==> src/rtl/render_frame_driver.sv <==
// Raster-order coordinate issuer for the pixel renderer plus frame-buffer write-back of returned pixels.
// Latency: requests valid the cycle after start; an accepted pixel is written one cycle later.
// Backpressure: issue holds on either tready low or credit exhaustion; pixel tready follows ~fb_stall.
module render_frame_driver #(
    parameter int H_ACTIVE        = 320,
    parameter int V_ACTIVE        = 180,
    parameter int ADDR_W          = 16,
    parameter int MAX_OUTSTANDING = 512,
    parameter int CNT_W           = 10
) (
    input  logic              aclk,
    input  logic              areset,
    input  logic              start,
    output logic              busy,
    output logic              frame_done,
    output logic [10:0]       hcount_axis_tdata,
    output logic              hcount_axis_tvalid,
    input  logic              hcount_axis_tready,
    output logic [9:0]        vcount_axis_tdata,
    output logic              vcount_axis_tvalid,
    input  logic              vcount_axis_tready,
    input  logic [23:0]       pixel_axis_tdata,
    input  logic              pixel_axis_tvalid,
    output logic              pixel_axis_tready,
    input  logic [10:0]       hcount_in,
    input  logic [9:0]        vcount_in,
    input  logic              fb_stall,
    output logic [ADDR_W-1:0] fb_addr,
    output logic [23:0]       fb_data,
    output logic              fb_we,
    output logic              coord_error,
    output logic [CNT_W-1:0]  outstanding
);

    localparam int TOTAL = H_ACTIVE * V_ACTIVE;
    localparam int RX_W  = $clog2(TOTAL + 1);

    localparam logic [10:0]       H_LIM   = 11'(H_ACTIVE);
    localparam logic [10:0]       H_LAST  = 11'(H_ACTIVE - 1);
    localparam logic [9:0]        V_LIM   = 10'(V_ACTIVE);
    localparam logic [9:0]        V_LAST  = 10'(V_ACTIVE - 1);
    localparam logic [CNT_W-1:0]  MAX_CNT = CNT_W'(MAX_OUTSTANDING);
    localparam logic [RX_W-1:0]   RX_LAST = RX_W'(TOTAL - 1);
    localparam logic [ADDR_W-1:0] H_MUL   = ADDR_W'(H_ACTIVE);

    typedef enum logic [1:0] {
        ST_IDLE,
        ST_ISSUE,
        ST_DRAIN,
        ST_DONE
    } state_t;

    typedef struct packed {
        logic [10:0] h;
        logic [9:0]  v;
    } coord_t;

    state_t            state_q;
    state_t            state_d;
    coord_t            ptr_q;
    logic [RX_W-1:0]   rx_cnt_q;
    logic [CNT_W-1:0]  out_q;

    logic              req_vld;
    logic              req_fire;
    logic              pix_acc;
    logic              pix_act;
    logic              coord_bad;
    logic              ptr_last;
    logic              rx_last;
    logic              frame_start;
    logic [ADDR_W-1:0] addr_calc;

    // Handshake and decode terms shared by the FSM and the datapath
    always_comb begin
        req_vld     = (state_q == ST_ISSUE) && (out_q < MAX_CNT);
        req_fire    = req_vld && hcount_axis_tready && vcount_axis_tready;
        pix_acc     = pixel_axis_tvalid && !fb_stall;
        pix_act     = pix_acc && ((state_q == ST_ISSUE) || (state_q == ST_DRAIN));
        coord_bad   = (hcount_in >= H_LIM) || (vcount_in >= V_LIM);
        ptr_last    = (ptr_q.h == H_LAST) && (ptr_q.v == V_LAST);
        rx_last     = pix_act && (rx_cnt_q == RX_LAST);
        frame_start = (state_q == ST_IDLE) && start;
        addr_calc   = ADDR_W'(vcount_in) * H_MUL + ADDR_W'(hcount_in);
    end

    always_ff @(posedge aclk) begin
        if (areset) begin
            state_q <= ST_IDLE;
        end else begin
            state_q <= state_d;
        end
    end

    // Completion wins over the ISSUE->DRAIN step when the last return lands with the last issue
    always_comb begin
        state_d = state_q;
        unique case (state_q)
            ST_IDLE: begin
                if (start) state_d = ST_ISSUE;
            end
            ST_ISSUE: begin
                if (rx_last)                    state_d = ST_DONE;
                else if (req_fire && ptr_last)  state_d = ST_DRAIN;
            end
            ST_DRAIN: begin
                if (rx_last) state_d = ST_DONE;
            end
            ST_DONE: begin
                state_d = ST_IDLE;
            end
            default: state_d = ST_IDLE;
        endcase
    end

    always_comb begin
        busy               = (state_q != ST_IDLE);
        frame_done         = (state_q == ST_DONE);
        hcount_axis_tvalid = req_vld;
        vcount_axis_tvalid = req_vld;
        hcount_axis_tdata  = ptr_q.h;
        vcount_axis_tdata  = ptr_q.v;
        pixel_axis_tready  = !fb_stall;
        outstanding        = out_q;
    end

    always_ff @(posedge aclk) begin
        if (areset) begin
            ptr_q       <= '0;
            rx_cnt_q    <= '0;
            out_q       <= '0;
            coord_error <= 1'b0;
            fb_we       <= 1'b0;
            fb_addr     <= '0;
            fb_data     <= '0;
        end else begin
            fb_we <= 1'b0;
            if (frame_start) begin
                ptr_q       <= '0;
                rx_cnt_q    <= '0;
                out_q       <= '0;
                coord_error <= 1'b0;
            end else begin
                if (req_fire) begin
                    if (ptr_q.h == H_LAST) begin
                        ptr_q.h <= '0;
                        ptr_q.v <= ptr_q.v + 10'd1;
                    end else begin
                        ptr_q.h <= ptr_q.h + 11'd1;
                    end
                end
                // Out-of-range returns still count and release their credit, but never write
                if (pix_act) begin
                    rx_cnt_q <= rx_cnt_q + RX_W'(1);
                    if (coord_bad) begin
                        coord_error <= 1'b1;
                    end else begin
                        fb_we   <= 1'b1;
                        fb_addr <= addr_calc;
                        fb_data <= pixel_axis_tdata;
                    end
                end
                unique case ({req_fire, pix_act})
                    2'b10: out_q <= out_q + CNT_W'(1);
                    2'b01: if (out_q != '0) out_q <= out_q - CNT_W'(1);
                    default: ;
                endcase
            end
        end
    end

endmodule

==> config.mk <==
export PLATFORM = sky130hd
export DESIGN_NAME = render_frame_driver
export DESIGN_NICKNAME = d
export VERILOG_FILES = /design/src/rtl/render_frame_driver.sv
export SDC_FILE = /design/constraint.sdc
export NUM_CORES = 1
export LEC_CHECK = 0
export ABC_AREA = 1
export ABC_CLOCK_PERIOD_IN_PS = 5400
export CORE_AREA = 8 8 133 111
export DETAILED_ROUTE_END_ITERATION = 8
export DIE_AREA = 0 0 141 119
export HOLD_SLACK_MARGIN = 0.1
export PLACE_DENSITY_LB_ADDON = 0.15
export SLEW_MARGIN = 30
export SYNTH_ARGS = -nofsm -noshare
export SYNTH_HDL_FRONTEND = slang
export SYNTH_SLANG_ARGS = --single-unit
==> constraint.sdc <==
create_clock -name aclk -period 5.4 [get_ports aclk]
set_input_delay 0.54 -clock aclk [delete_from_list [all_inputs] [get_ports aclk]]
set_output_delay 0.54 -clock aclk [all_outputs]
set_load 0.01 [all_outputs]
== Yosys cells after proc, flatten, opt, wreduce, memory -nomap -nowiden ==
Cells that the tools add are included.

* Register bits after elaboration: 91
* Input port bits: 52
* Output and inout bits: 78

* Add/sub/neg operators: 6
* $mul: 1
* Magnitude comparators: 3
* Equality and inequality tests: 12
* Mux-type cells: 9
* Bitwise operators: 3
* Reduce and logical (&&, ||, !) cells: 23

{| class="wikitable"
|+ Operators by type and width
! kind !! number
|-
| $add A10 B1 Y10 const B || 2
|-
| $pmux W10 S2 || 1
|-
| $add A16 B1 Y16 const B || 1
|-
| $add A16 B11 Y16 || 1
|-
| $eq A16 B16 Y1 const B || 1
|-
| $add A11 B1 Y11 const B || 1
|-
| $eq A11 B9 Y1 const B || 1
|-
| $ge A11 B9 Y1 const B || 1
|-
| $mux W11 || 1
|-
| $eq A10 B8 Y1 const B || 1
|-
| $ge A10 B8 Y1 const B || 1
|-
| $lt A10 B10 Y1 const B || 1
|-
| $mul A10 B3 Y10 const B || 1
|-
| $mux W10 || 1
|-
| $reduce_bool A10 Y1 || 1
|-
| $sub A10 B1 Y10 const B || 1
|-
| $logic_and A1 B1 Y1 || 9
|-
| $mux W2 || 4
|-
| $pmux W2 S4 || 1
|-
| $eq A2 B2 Y1 const B || 3
|-
| $ne A2 B2 Y1 const B || 3
|-
| $reduce_and A2 Y1 || 3
|-
| $reduce_and A3 Y1 || 2
|-
| $eq A2 B1 Y1 const B || 2
|-
| other kinds (9) || 13
|}

== Logic depth before layout (Yosys ltp) ==
* Depth after elaboration: 8
* Gate-level depth with buffers: 21
* Gate-level depth less buffers: 20

== Worst setup path after synthesis ==
No wires, ideal clock.

* Path type: input to register
* Start: input vcount_in[1]
* End: register fb_addr[14]
* Library setup time: 0.115 ns
* Arrival time: 2.419 ns
* Data required time: 5.285 ns
* Slack: 2.866 ns
* Cell stages on the path: 11
* Cell sequence: ha_1 > ha_1 > fa_1 > ha_1 > nand2_1 > nand2_1 > nand2_1 > nor3_1 > xor2_1 > o21ai_0 > inv_1

* Word-level cells in the longest chain between the ends: 4
* Elaborated cells between the ends (all ways): 6
* Classes of those cells: add/sub (1); mul (1); order compare (1); bitwise (1); reduce/logical (2)

{| class="wikitable"
|+ Ends and longest elaborated chain
! element !! RTL line !! source
|-
| start, declared || 26 || <nowiki>input logic [9:0] vcount_in,</nowiki>
|-
| branches (longest 4 deep; another with $add A16 B11 Y16) || -- ||
|-
| end signal, assigned || 159 || <nowiki>fb_addr <= addr_calc;</nowiki>
|-
| end, declared || 28 || <nowiki>output logic [ADDR_W-1:0] fb_addr,</nowiki>
|}

Parallel ways; which one is timed is not known.
A chain may end at the register's enable or synchronous reset.

== Worst setup path in the final report ==
* Start: input vcount_in[3]
* End: register fb_addr[15]

The elaborated chain is that of the path after synthesis.

==> out/results.txt <==
Final nets -> 882
Row count -> 37
Seq cells post-synth -> 91
CTS Root Cell -> clkbuf_16
Async SR Flop Fraction -> 0%
FILL cells -> 1210
Most used flip-flop cell after synthesis -> dfxtp_1
CP Class -> in -> reg
Crit. End Element -> flop
Area grow syn2layout -> 35.8%
Worst VDD drop -> 0.149 mV
Number of setup violations in the final report -> 0
CP startpoint -> vcount_in[3]
Post-Syn Area -> 4910 um2
Post-route ant nets -> 0
Worst Path Arrival -> 3.13 ns
Post-synth cell types -> 42
Area contributors post-synth -> dfxtp_1 (37%), nand2_1 (12%), a21oi_1 (7.1%), ha_1 (7.1%), inv_1 (6.1%)
Die ar. -> 16800 um2
CTS H-Tree Depth -> 3
Setup TNS -> 0 ns
Inserted Clock Buffers -> 9
Switching Share -> 30.4%
Total gr overflow -> 0
Post-CTS Setup Repair Bufs -> 0
Gate power share -> 25.1%
Post-Place Cells -> 964
Slew Limit Headroom -> 43.8%
Drt via density -> 4.78
Clock sink count -> 91
Worst-Margin Slew -> 0.842 ns
Setup Skew -> 0.00905 ns
Pin count of the biggest net entering global routing -> 43
Hold Path Class -> reg -> reg
Max Cap Viol -> 0
Fin. max-slew vios -> 0
Startpoint Class -> primary input
Number of synthesis warnings -> 0
Part of the Yosys area used for sequential elements -> 37.1%
Cells after synthesis -> 676
Int Power -> 0.00131 W
Die extent in y -> 119 um
Min cycle time layout -> 2.90 ns
Register area -> 1820 um2
GRT Overall Usage -> 15.3%
Antenna violations before repair -> 0
Routed WL per cell -> 13.3 um
Share of cells above drive strength 1 -> 6.84%
Initial core utilization -> 39.2%
DRC violations left -> 0
HPWL after DPL -> 9790 um
Synthesized Nets -> 758
Required time of the worst setup path -> 5.63 ns
Switching Power -> 0.000572 W
Status -> finished, final reports clean
Core area -> 12500 um2
Final hold violation count -> 0
Global-route wire length before repair -> 21500 um
Launch point of the worst reg-to-reg path -> state_q[1]
Avg Synthesized Cell Area -> 7.27 um2
Vias in the first global route -> 4555
Routed WL -> 13000 um
Finished Cell Area -> 6670 um2
Clock-pin slew on the worst setup and hold paths -> 0.06 ns
Die width -> 141 um
Post-DP Area -> 6350 um2
Number of diodes -> 0
Power Density -> 282 nW/um2
Number of I/O port buffers -> 129
Post-CTS Hold Buffers -> 0
Fmax -> 344 MHz
CP Max Fanout -> 3
# resized after CTS -> 0
Via Count -> 4682
GPL Wtd Cong -> 0.834
Sequential Power Share -> 38.2%
Post-Layout Cell Count -> 979
EDFF count, synth -> 0
Pwr Total -> 0.00188 W
IO Count -> 130
Hold_sp -> fb_data[11]
Period utilization -> 53.8%
Initial DRC Count -> 271
TritonCTS clock tree -> done
Area of the multi-input gates -> 2670 um2
Leakage Power -> 2.65 nW
Cell taking the most area after synthesis -> dfxtp_1
Synth top area share -> 37.1%
RSZ-0062 raised after global routing -> false
Min Hold Slack -> 0.464 ns
Max clock buf depth -> 2
First-pass DRT Iterations -> 4
Share of total power in the clock network -> 36.7%
Clk_lat worst skew -> 0.34 ns
[worst paths after layout]
kind	endpoint	slack, ns	depth (start not counted)
hold / removal	fb_data[11]	0.46	2
setup / recovery	fb_addr[15]	2.50	14
setup reg to reg	outstanding[6]	2.51	15
hold reg to reg	fb_data[11]	0.46	2
[worst max-delay path, stage by stage]
cell	delay (ns)
clkdlybuf4s50_1	0.53
ha_1	0.26
ha_1	0.23
fa_1	0.44
ha_1	0.31
nand2_1	0.06
nand2_1	0.08
nand2_1	0.08
nor3_1	0.20
nand2_1	0.11
nand2_1	0.07
nand2_1	0.04
o21ai_1	0.13
inv_1	0.04
[area by class of cell]
cell class,instances,share of cell area [%]
flip-flops and latches,91,27.3
multi-input cells,480,40.0
inverters,85,4.80
clock buffers,10,3.58
well taps,175,3.28
repair buffers,133,19.8
clock inverters,5,1.28
[registers in the layout, indices dropped and copies added, names as in the netlist]
| signal | count |
|---|---|
| fb_data | 24 |
| fb_addr | 16 |
| rx_cnt_q | 16 |
| hcount_axis_tdata | 11 |
| outstanding | 10 |
| vcount_axis_tdata | 10 |
| state_q | 2 |
| coord_error | 1 |
| fb_we | 1 |
[layout by cell type (no fill, tap or decap), types with 5 or more instances in the layout]
cell type,count
dfxtp_1,91
nand3_1,29
nand2_2,7
inv_1,80
clkdlybuf4s50_1,129
nand2_1,163
o21ai_0,34
nor2_4,5
xnor2_1,6
nand4_1,12
ha_1,28
clkbuf_16,9
xor2_1,18
nor3_1,12
a21oi_1,70
nor2_1,49
[stage by stage]
stage               worst slack, ns  utilization [%]
floorplan                      2.87                -
global placement               1.85             50.6
detailed placement             2.16             50.6
CTS                            2.49             53.2
global route                   2.20             53.2
finish                         2.50             53.2
[metal layers]
layer  share of wire, %  global-route usage [%]  up-vias
met5                  0                       0        -
met4               0.92                    3.82        0
met3                9.1                    6.75       11
met2                 45                    25.5      119
met1                 45                    17.8     2112
li1                   -                       -     2440
[cells by family (layout without fill, tap and decap cells)]
group                      count (synthesis)  count (layout)  share of synthesized area (%)
AOI/OAI and AO/OA                        121             121                           13.3
xor gates and xnor gates                  24              24                           4.28
adders and majority gates                 30              30                           7.95
buffers and inverters                    105             233                           8.66
DFF                                       91              91                           37.1
and+or+nand+nor                          305             305                           28.8
[Yosys cell counts (5+ instances only)]
cell / n
nand2_1: 163
dfxtp_1: 91
inv_1: 80
a21oi_1: 70
nor2_1: 49
o21ai_0: 34
nand3_1: 29
ha_1: 28
xor2_1: 18
nand4_1: 12
nor3_1: 12
clkbuf_1: 9
buf_2: 7
nand2_2: 7
xnor2_1: 6
nor2_4: 5
[power by group through the flow]
| stage | combinational (W) | sequential [W] | clock (W) |
|---|---|---|---|
| 2_1_floorplan | 0.000305 | 0.000736 | 0 |
| 3_3_place_gp | 0.000467 | 0.000733 | 0 |
| 3_5_place_dp | 0.000475 | 0.000734 | 0 |
| 4_1_cts | 0.000477 | 0.000719 | 0.000711 |
| 5_1_grt | 0.000534 | 0.000721 | 0.000740 |
| 6_report | 0.000473 | 0.000719 | 0.000691 |
No activity file was read; power rests on OpenSTA's default activity.
